===== src/rtl/tag_lookup_if.sv =====
// Tag lookup controller bus bundle: PE request/response, memory miss
// path and both tag-RAM ports. master = controller side.
interface tag_lookup_if #(
  parameter int TAG_CNT   = 18,
  parameter int BLOCK_CNT = 6,
  parameter int SET_CNT   = 2,
  parameter int DOSA      = 4
);
  logic                           req_valid;
  logic                           req_ready;
  logic [TAG_CNT+BLOCK_CNT-1:0]   req_addr;
  logic                           rsp_valid;
  logic                           rsp_ready;
  logic                           rsp_hit;
  logic [SET_CNT-1:0]             rsp_set;
  logic                           miss_req_valid;
  logic                           miss_req_ready;
  logic [TAG_CNT+BLOCK_CNT-1:0]   miss_req_addr;
  logic                           fill_valid;
  logic                           fill_ready;
  logic                           evict_valid;
  logic [TAG_CNT-1:0]             evict_tag;
  logic [BLOCK_CNT-1:0]           evict_index;
  logic [SET_CNT-1:0]             evict_set;
  logic                           pe_en;
  logic [BLOCK_CNT-1:0]           index_pe;
  logic [DOSA*(TAG_CNT+1)-1:0]    tag_x;
  logic                           mem_en;
  logic [SET_CNT-1:0]             set_repl;
  logic [BLOCK_CNT-1:0]           index_mem;
  logic [TAG_CNT-1:0]             tag_upd;
  logic [TAG_CNT:0]               tag_repl_valid;

  modport master (
    input  req_valid, req_addr, rsp_ready, miss_req_ready,
    input  fill_valid, tag_x, tag_repl_valid,
    output req_ready, rsp_valid, rsp_hit, rsp_set,
    output miss_req_valid, miss_req_addr, fill_ready,
    output evict_valid, evict_tag, evict_index, evict_set,
    output pe_en, index_pe, mem_en, set_repl, index_mem, tag_upd
  );

  modport slave (
    output req_valid, req_addr, rsp_ready, miss_req_ready,
    output fill_valid, tag_x, tag_repl_valid,
    input  req_ready, rsp_valid, rsp_hit, rsp_set,
    input  miss_req_valid, miss_req_addr, fill_ready,
    input  evict_valid, evict_tag, evict_index, evict_set,
    input  pe_en, index_pe, mem_en, set_repl, index_mem, tag_upd
  );
endinterface


===== src/rtl/tag_lookup_ctrl.sv =====
// Tag-RAM initiator: lookup, compare, miss fill with round-robin
// replacement, tag update and eviction report.
module tag_lookup_ctrl #(
  parameter int TAG_CNT   = 18,
  parameter int BLOCK_CNT = 6,
  parameter int SET_CNT   = 2,
  parameter int DOSA      = 4
) (
  input logic          clk,
  input logic          rst,
  tag_lookup_if.master bus
);
  localparam int W = TAG_CNT + BLOCK_CNT;
  localparam int E = TAG_CNT + 1;

  typedef enum logic [2:0] {
    IDLE, LOOKUP, COMPARE, MISS_REQ,
    WAIT_FILL, UPDATE, EVICT_CHK, RESP
  } state_t;

  state_t               state_q, state_d;
  logic [W-1:0]         addr_q, addr_d;
  logic [SET_CNT-1:0]   victim_q, victim_d;
  logic                 from_rr_q, from_rr_d;
  logic                 hit_q, hit_d;
  logic [SET_CNT-1:0]   set_q, set_d;
  logic [SET_CNT-1:0]   rr_q, rr_d;

  logic [TAG_CNT-1:0]   tag_q;
  logic [BLOCK_CNT-1:0] idx_q;
  logic [E-1:0]         ent;
  logic                 hit_any, inv_any;
  logic [SET_CNT-1:0]   hit_set, inv_set;

  assign tag_q = addr_q[W-1:BLOCK_CNT];
  assign idx_q = addr_q[BLOCK_CNT-1:0];

  // Descending scan so the lowest matching / invalid way wins
  always_comb begin
    ent     = '0;
    hit_any = 1'b0;
    hit_set = '0;
    inv_any = 1'b0;
    inv_set = '0;
    for (int k = DOSA - 1; k >= 0; k--) begin
      ent = bus.tag_x[k*E +: E];
      if (ent[TAG_CNT] && ent[TAG_CNT-1:0] == tag_q) begin
        hit_any = 1'b1;
        hit_set = SET_CNT'(k);
      end
      if (!ent[TAG_CNT]) begin
        inv_any = 1'b1;
        inv_set = SET_CNT'(k);
      end
    end
  end

  always_comb begin
    state_d   = state_q;
    addr_d    = addr_q;
    victim_d  = victim_q;
    from_rr_d = from_rr_q;
    hit_d     = hit_q;
    set_d     = set_q;
    rr_d      = rr_q;
    unique case (state_q)
      IDLE: begin
        if (bus.req_valid) begin
          addr_d  = bus.req_addr;
          state_d = LOOKUP;
        end
      end
      LOOKUP: state_d = COMPARE;
      COMPARE: begin
        if (hit_any) begin
          hit_d   = 1'b1;
          set_d   = hit_set;
          state_d = RESP;
        end else begin
          hit_d     = 1'b0;
          victim_d  = inv_any ? inv_set : rr_q;
          set_d     = inv_any ? inv_set : rr_q;
          from_rr_d = !inv_any;
          state_d   = MISS_REQ;
        end
      end
      MISS_REQ: begin
        if (bus.miss_req_ready) state_d = WAIT_FILL;
      end
      WAIT_FILL: begin
        if (bus.fill_valid) state_d = UPDATE;
      end
      UPDATE: begin
        if (from_rr_q) rr_d = rr_q + SET_CNT'(1);
        state_d = EVICT_CHK;
      end
      EVICT_CHK: state_d = RESP;
      RESP: begin
        if (bus.rsp_ready) state_d = IDLE;
      end
      default: state_d = IDLE;
    endcase
  end

  always_ff @(posedge clk) begin
    if (rst) begin
      state_q   <= IDLE;
      addr_q    <= '0;
      victim_q  <= '0;
      from_rr_q <= 1'b0;
      hit_q     <= 1'b0;
      set_q     <= '0;
      rr_q      <= '0;
    end else begin
      state_q   <= state_d;
      addr_q    <= addr_d;
      victim_q  <= victim_d;
      from_rr_q <= from_rr_d;
      hit_q     <= hit_d;
      set_q     <= set_d;
      rr_q      <= rr_d;
    end
  end

  always_comb begin
    bus.req_ready      = 1'b0;
    bus.rsp_valid      = 1'b0;
    bus.rsp_hit        = 1'b0;
    bus.rsp_set        = '0;
    bus.miss_req_valid = 1'b0;
    bus.miss_req_addr  = '0;
    bus.fill_ready     = 1'b0;
    bus.evict_valid    = 1'b0;
    bus.evict_tag      = '0;
    bus.evict_index    = '0;
    bus.evict_set      = '0;
    bus.pe_en          = 1'b0;
    bus.index_pe       = '0;
    bus.mem_en         = 1'b0;
    bus.set_repl       = '0;
    bus.index_mem      = '0;
    bus.tag_upd        = '0;
    unique case (state_q)
      IDLE: bus.req_ready = !rst;
      LOOKUP: begin
        bus.pe_en    = 1'b1;
        bus.index_pe = idx_q;
      end
      MISS_REQ: begin
        bus.miss_req_valid = 1'b1;
        bus.miss_req_addr  = addr_q;
      end
      WAIT_FILL: bus.fill_ready = 1'b1;
      UPDATE: begin
        bus.mem_en    = 1'b1;
        bus.set_repl  = victim_q;
        bus.index_mem = idx_q;
        bus.tag_upd   = tag_q;
      end
      EVICT_CHK: begin
        if (bus.tag_repl_valid[TAG_CNT]) begin
          bus.evict_valid = 1'b1;
          bus.evict_tag   = bus.tag_repl_valid[TAG_CNT-1:0];
          bus.evict_index = idx_q;
          bus.evict_set   = victim_q;
        end
      end
      RESP: begin
        bus.rsp_valid = 1'b1;
        bus.rsp_hit   = hit_q;
        bus.rsp_set   = set_q;
      end
      default: ;
    endcase
  end
endmodule


===== src/flat_wrapper.sv =====
// flat-port wrapper written by rule: the top's interface ports become plain ports
module tag_lookup_ctrl_flat 
#(
  parameter int TAG_CNT   = 18,
  parameter int BLOCK_CNT = 6,
  parameter int SET_CNT   = 2,
  parameter int DOSA      = 4
)
  (clk, rst, bus_req_valid, bus_req_addr, bus_rsp_ready, bus_miss_req_ready, bus_fill_valid, bus_tag_x, bus_tag_repl_valid, bus_req_ready, bus_rsp_valid, bus_rsp_hit, bus_rsp_set, bus_miss_req_valid, bus_miss_req_addr, bus_fill_ready, bus_evict_valid, bus_evict_tag, bus_evict_index, bus_evict_set, bus_pe_en, bus_index_pe, bus_mem_en, bus_set_repl, bus_index_mem, bus_tag_upd);
  tag_lookup_if #(.TAG_CNT(TAG_CNT), .BLOCK_CNT(BLOCK_CNT), .SET_CNT(SET_CNT), .DOSA(DOSA)) bus_i ();
  input logic clk;
  input logic rst;
  input wire logic [$bits(bus_i.req_valid)-1:0] bus_req_valid;
  input wire logic [$bits(bus_i.req_addr)-1:0] bus_req_addr;
  input wire logic [$bits(bus_i.rsp_ready)-1:0] bus_rsp_ready;
  input wire logic [$bits(bus_i.miss_req_ready)-1:0] bus_miss_req_ready;
  input wire logic [$bits(bus_i.fill_valid)-1:0] bus_fill_valid;
  input wire logic [$bits(bus_i.tag_x)-1:0] bus_tag_x;
  input wire logic [$bits(bus_i.tag_repl_valid)-1:0] bus_tag_repl_valid;
  output wire logic [$bits(bus_i.req_ready)-1:0] bus_req_ready;
  output wire logic [$bits(bus_i.rsp_valid)-1:0] bus_rsp_valid;
  output wire logic [$bits(bus_i.rsp_hit)-1:0] bus_rsp_hit;
  output wire logic [$bits(bus_i.rsp_set)-1:0] bus_rsp_set;
  output wire logic [$bits(bus_i.miss_req_valid)-1:0] bus_miss_req_valid;
  output wire logic [$bits(bus_i.miss_req_addr)-1:0] bus_miss_req_addr;
  output wire logic [$bits(bus_i.fill_ready)-1:0] bus_fill_ready;
  output wire logic [$bits(bus_i.evict_valid)-1:0] bus_evict_valid;
  output wire logic [$bits(bus_i.evict_tag)-1:0] bus_evict_tag;
  output wire logic [$bits(bus_i.evict_index)-1:0] bus_evict_index;
  output wire logic [$bits(bus_i.evict_set)-1:0] bus_evict_set;
  output wire logic [$bits(bus_i.pe_en)-1:0] bus_pe_en;
  output wire logic [$bits(bus_i.index_pe)-1:0] bus_index_pe;
  output wire logic [$bits(bus_i.mem_en)-1:0] bus_mem_en;
  output wire logic [$bits(bus_i.set_repl)-1:0] bus_set_repl;
  output wire logic [$bits(bus_i.index_mem)-1:0] bus_index_mem;
  output wire logic [$bits(bus_i.tag_upd)-1:0] bus_tag_upd;
  assign bus_i.req_valid = bus_req_valid;
  assign bus_i.req_addr = bus_req_addr;
  assign bus_i.rsp_ready = bus_rsp_ready;
  assign bus_i.miss_req_ready = bus_miss_req_ready;
  assign bus_i.fill_valid = bus_fill_valid;
  assign bus_i.tag_x = bus_tag_x;
  assign bus_i.tag_repl_valid = bus_tag_repl_valid;
  assign bus_req_ready = bus_i.req_ready;
  assign bus_rsp_valid = bus_i.rsp_valid;
  assign bus_rsp_hit = bus_i.rsp_hit;
  assign bus_rsp_set = bus_i.rsp_set;
  assign bus_miss_req_valid = bus_i.miss_req_valid;
  assign bus_miss_req_addr = bus_i.miss_req_addr;
  assign bus_fill_ready = bus_i.fill_ready;
  assign bus_evict_valid = bus_i.evict_valid;
  assign bus_evict_tag = bus_i.evict_tag;
  assign bus_evict_index = bus_i.evict_index;
  assign bus_evict_set = bus_i.evict_set;
  assign bus_pe_en = bus_i.pe_en;
  assign bus_index_pe = bus_i.index_pe;
  assign bus_mem_en = bus_i.mem_en;
  assign bus_set_repl = bus_i.set_repl;
  assign bus_index_mem = bus_i.index_mem;
  assign bus_tag_upd = bus_i.tag_upd;
  tag_lookup_ctrl #(.TAG_CNT(TAG_CNT), .BLOCK_CNT(BLOCK_CNT), .SET_CNT(SET_CNT), .DOSA(DOSA)) u_core (.clk(clk), .rst(rst), .bus(bus_i));
endmodule

===== config.mk =====
export PLATFORM = sky130hd
export DESIGN_NAME = tag_lookup_ctrl_flat
export DESIGN_NICKNAME = d
export VERILOG_FILES = /design/src/rtl/tag_lookup_if.sv /design/src/rtl/tag_lookup_ctrl.sv /design/src/flat_wrapper.sv
export SDC_FILE = /design/constraint.sdc
export NUM_CORES = 1
export LEC_CHECK = 0
export BUFFER_PORTS_ARGS = -buffer_cell sky130_fd_sc_hd__buf_4
export CAP_MARGIN = 20
export CORE_MARGIN = 2
export CORE_UTILIZATION = 45
export DETAILED_ROUTE_END_ITERATION = 12
export PLACE_DENSITY = 0.87
export SLEW_MARGIN = 20
export SYNTH_ARGS = -nofsm -noshare
export SYNTH_HDL_FRONTEND = slang
export SYNTH_SLANG_ARGS = --single-unit

===== constraint.sdc =====
create_clock -name clk -period 4.8 [get_ports clk]
set_input_delay 1.2 -clock clk [delete_from_list [all_inputs] [get_ports clk]]
set_output_delay 1.2 -clock clk [all_outputs]
set_load 0.1 [all_outputs]

==> summary.txt <==
Outcome
  – Status: finished clean

Timing
  – Final hold vios: 0
  – Clock skew: 7.75 ps
  – RSZ-0062 raised after global routing: false
  – Rel. slew slack: 34.8%
  – Setup violators final: 0
  – Max-slew violation count: 0
  – Slew @ Worst Pin: 977 ps
  – Peak Freq: 0.278 GHz
  – Post-route clock period utilization: 74.9%
  – Min Tclk post-route: 3600 ps
  – Final setup TNS: 0 ps

Final layout
  – Ant. Diodes: 0
  – Area Growth Syn to Fin: 50.7%
  – Fill cells: 579
  – Non-Filler Instances: 669
  – Nets: 717
  – Share of post-route cells with drive strength above 1: 40.7%

Worst setup path
  – FF-to-FF End: u_core.victim_q[1]$_SDFFE_PP0P_
  – Worst EP arrival: 2400 ps
  – Cell depth of the worst setup path: 5
  – Crit path launch type: flip-flop
  – Reg2reg start: u_core.addr_q[16]$_SDFFE_PP0P_
  – CP cell instances: inv_1, ha_1, nor2b_1, and2_1, buf_4
  – CP required: 3600 ps
  – Crit path largest cell delay: 800 ps
  – Critical path class: flip-flop to output port
  – CP Capture Type: output port
  – Max Fanout on Critical Path: 30
  – Critical path's slowest cell: ha_1
  – Worst reg2reg setup slack: 2630 ps
  – R2R cell count: 6
  – WP buf/inv: 2
  – CP delay by family, top: adder cells

CTS
  – Clk sinks: 35
  – Htree depth: 2
  – Postcts setup bufs: 0
  – CTS Root Cell: clkbuf_8
  – Clk pin slew, worst setup/hold paths: 70 ps
  – CTS tree: done
  – Number of CTS-inserted buffers: 5
  – # hold bufs at CTS: 0
  – Maximum root-to-sink buffer count: 2
  – Post-CTS sizing: 0
  – Clock Latency Late Sink: 280 ps

Synth
  – Post-synth EDFFs: 0
  – Share of synthesized registers carrying an async set or reset: 0%
  – Synth Register Bits: 35
  – Most used DFF post-synth: dfxtp_1
  – Synth Cell Area: 3100 um^2
  – Synthesis warning total: 0
  – Post-Synthesis Cells: 401
  – Leading post-synthesis cells by cell area: dfxtp_1 (23%), xnor2_1 (17%), and2_1 (12%)
  – Syn_area_per_cell: 7.72 um^2
  – Synth unique cells: 38
  – Sequential share of the synthesized area: 22.6%
  – Top-area cell type share of the netlist area: 22.6%
  – Largest area contributor in the netlist: dfxtp_1
  – Commonest cells post-synth: nand2_1 (62), xnor2_1 (59), and2_1 (57)
  – Mapped Nets: 530
  – Most frequent cell after synthesis: nand2_1

Die
  – Initial core utilization: 46.1%
  – Die X: 86.9 um
  – Die area: 7560 um^2
  – Die Y: 86.9 um
  – Area of the core: 6720 um^2
  – # rows: 30
  – # IOs: 217

Place
  – GP Congestion: 0.954
  – Placed insts: 661
  – HPWL after DPL: 8990 um
  – Port Buffer Count: 216

Route
  – Antenna Nets Post-Route: 0
  – Routed WL: 11400 um
  – DRC violation total after the first TritonRoute iteration: 143
  – First-pass DRT Iterations: 4
  – Top layer in use: met4
  – DR WL/cell: 17.0 um
  – Met3 WL post-DR: 961 um
  – Total number of vias: 3470
  – Via-per-instance ratio: 5.19
  – Met2 WL: 5720 um
  – Number of remaining DRC errors: 0
  – Met1 WL: 4310 um

Global route
  – Antenna violations before repair: 0
  – Largest net degree at the start of global routing: 40
  – GRT Resource Usage Total: 28.6%
  – First-pass GRT wire length: 16900 um
  – Vias in the first global route: 3483
  – Gr ovfl total: 0

Power and ir drop
  – LEAKAGE: 2.32 nW
  – Maximum vdd ir drop: 311 uV
  – Power Dens Cells: 301 nW/um^2

Min path
  – Worst hold stages: 2
  – Hold crit path type: flip-flop to flip-flop
  – Worst Hold Path EP: u_core.from_rr_q$_SDFFE_PP0P_
  – Min-delay src: u_core.from_rr_q$_SDFFE_PP0P_

Flow run
  – Max-Cap Viols: 0
==> worst min-delay path, stage by stage (launching register included) <==
cell,delay [ps]
dfxtp_1,340
nand2_1,60
mux2i_1,60
==> worst max-delay path by stage <==
stage	slack, ps	end	startpoint
after CTS	1210	bus_index_pe[4]	u_core.state_q[1]$_SDFFE_PP0P_
after global routing	980	bus_index_pe[2]	u_core.state_q[1]$_SDFFE_PP0P_
after global placement	1330	bus_evict_index[4]	bus_tag_repl_valid[18]
final	1200	bus_index_pe[4]	u_core.state_q[1]$_SDFFE_PP0P_
after floorplan	210	bus_evict_index[0]	bus_tag_repl_valid[18]
after detailed placement	1230	bus_evict_tag[1]	bus_tag_repl_valid[18]
==> layer usage <==
layer	global-route usage (%)	vias up
met5	0	-
met3	5.97	32
li1	-	1681
met4	13.8	0
met2	50.2	184
met1	32.8	1573
==> state kept, by name, indices dropped and copies added, names as in the netlist <==
name,count
u_core.addr_q,24
u_core.state_q,3
u_core.rr_q,2
u_core.set_q,2
u_core.victim_q,2
u_core.from_rr_q,1
u_core.hit_q,1
==> logic make-up after synthesis <==
| group | after synthesis | synth area share, % |
|---|---|---|
| AOI/OAI and AO/OA | 40 | 7.96 |
| xor gates and xnor gates | 74 | 21.2 |
| adders and majority gates | 4 | 1.62 |
| buffers and inverters | 46 | 9.34 |
| DFF | 35 | 22.6 |
| muxes | 4 | 1.46 |
| and+or+nand+nor | 198 | 35.8 |
==> report_power, final <==
| part | total, mW | switching [mW] | internal [mW] |
|---|---|---|---|
| Clock | 0.213 | 0.110 | 0.104 |
| Combinational | 0.731 | 0.458 | 0.272 |
| Sequential | 0.459 | 0.117 | 0.342 |
| Total | 1.40 | 0.685 | 0.718 |
==> final cells by class <==
cell class,instances,area [um^2],area share (%)
well taps,80,100,2.15
clock buffers,5,68.8,1.47
inverters,8,30.0,0.644
multi-input cells,320,2110,45.1
repair buffers,218,1640,35.1
flip-flops and latches,35,701,15.0
clock inverters,3,23.8,0.510
==> layout by cell type, fill, tap and decap left out, drive strengths merged, types with 2 or more instances in the layout <==
cell | Yosys | routed
a21oi | 25 | 25
a22oi | 3 | 3
a41o | 2 | 2
and2 | 58 | 58
and3 | 34 | 34
buf | 19 | 218
clkbuf | 19 | 5
clkinvlp | 0 | 2
dfxtp | 35 | 35
ha | 4 | 4
inv | 8 | 9
mux2i | 3 | 3
nand2 | 62 | 62
nand2b | 2 | 2
nand3 | 5 | 5
nand4 | 16 | 16
nor2 | 9 | 9
nor2b | 2 | 2
nor3 | 5 | 5
nor4 | 4 | 4
o21ai | 3 | 3
xnor2 | 60 | 60
xor2 | 14 | 14
==> stage by stage <==
| stage | setup WS, ps | utilization, % | hold slack [ps] | area [um^2] | total power [mW] |
|---|---|---|---|---|---|
| floorplan | 211 | - | 442 | 3100 | 0.999 |
| global placement | 1330 | 68.1 | 467 | 4570 | 1.17 |
| detailed placement | 1230 | 68.1 | 484 | 4570 | 1.19 |
| CTS | 1210 | 69.4 | 494 | 4670 | 1.41 |
| global route | 985 | 69.4 | 502 | 4670 | 1.48 |
| finish | 1200 | 69.4 | 499 | 4670 | 1.40 |
Note: power is estimated with default switching activity, not from simulation.
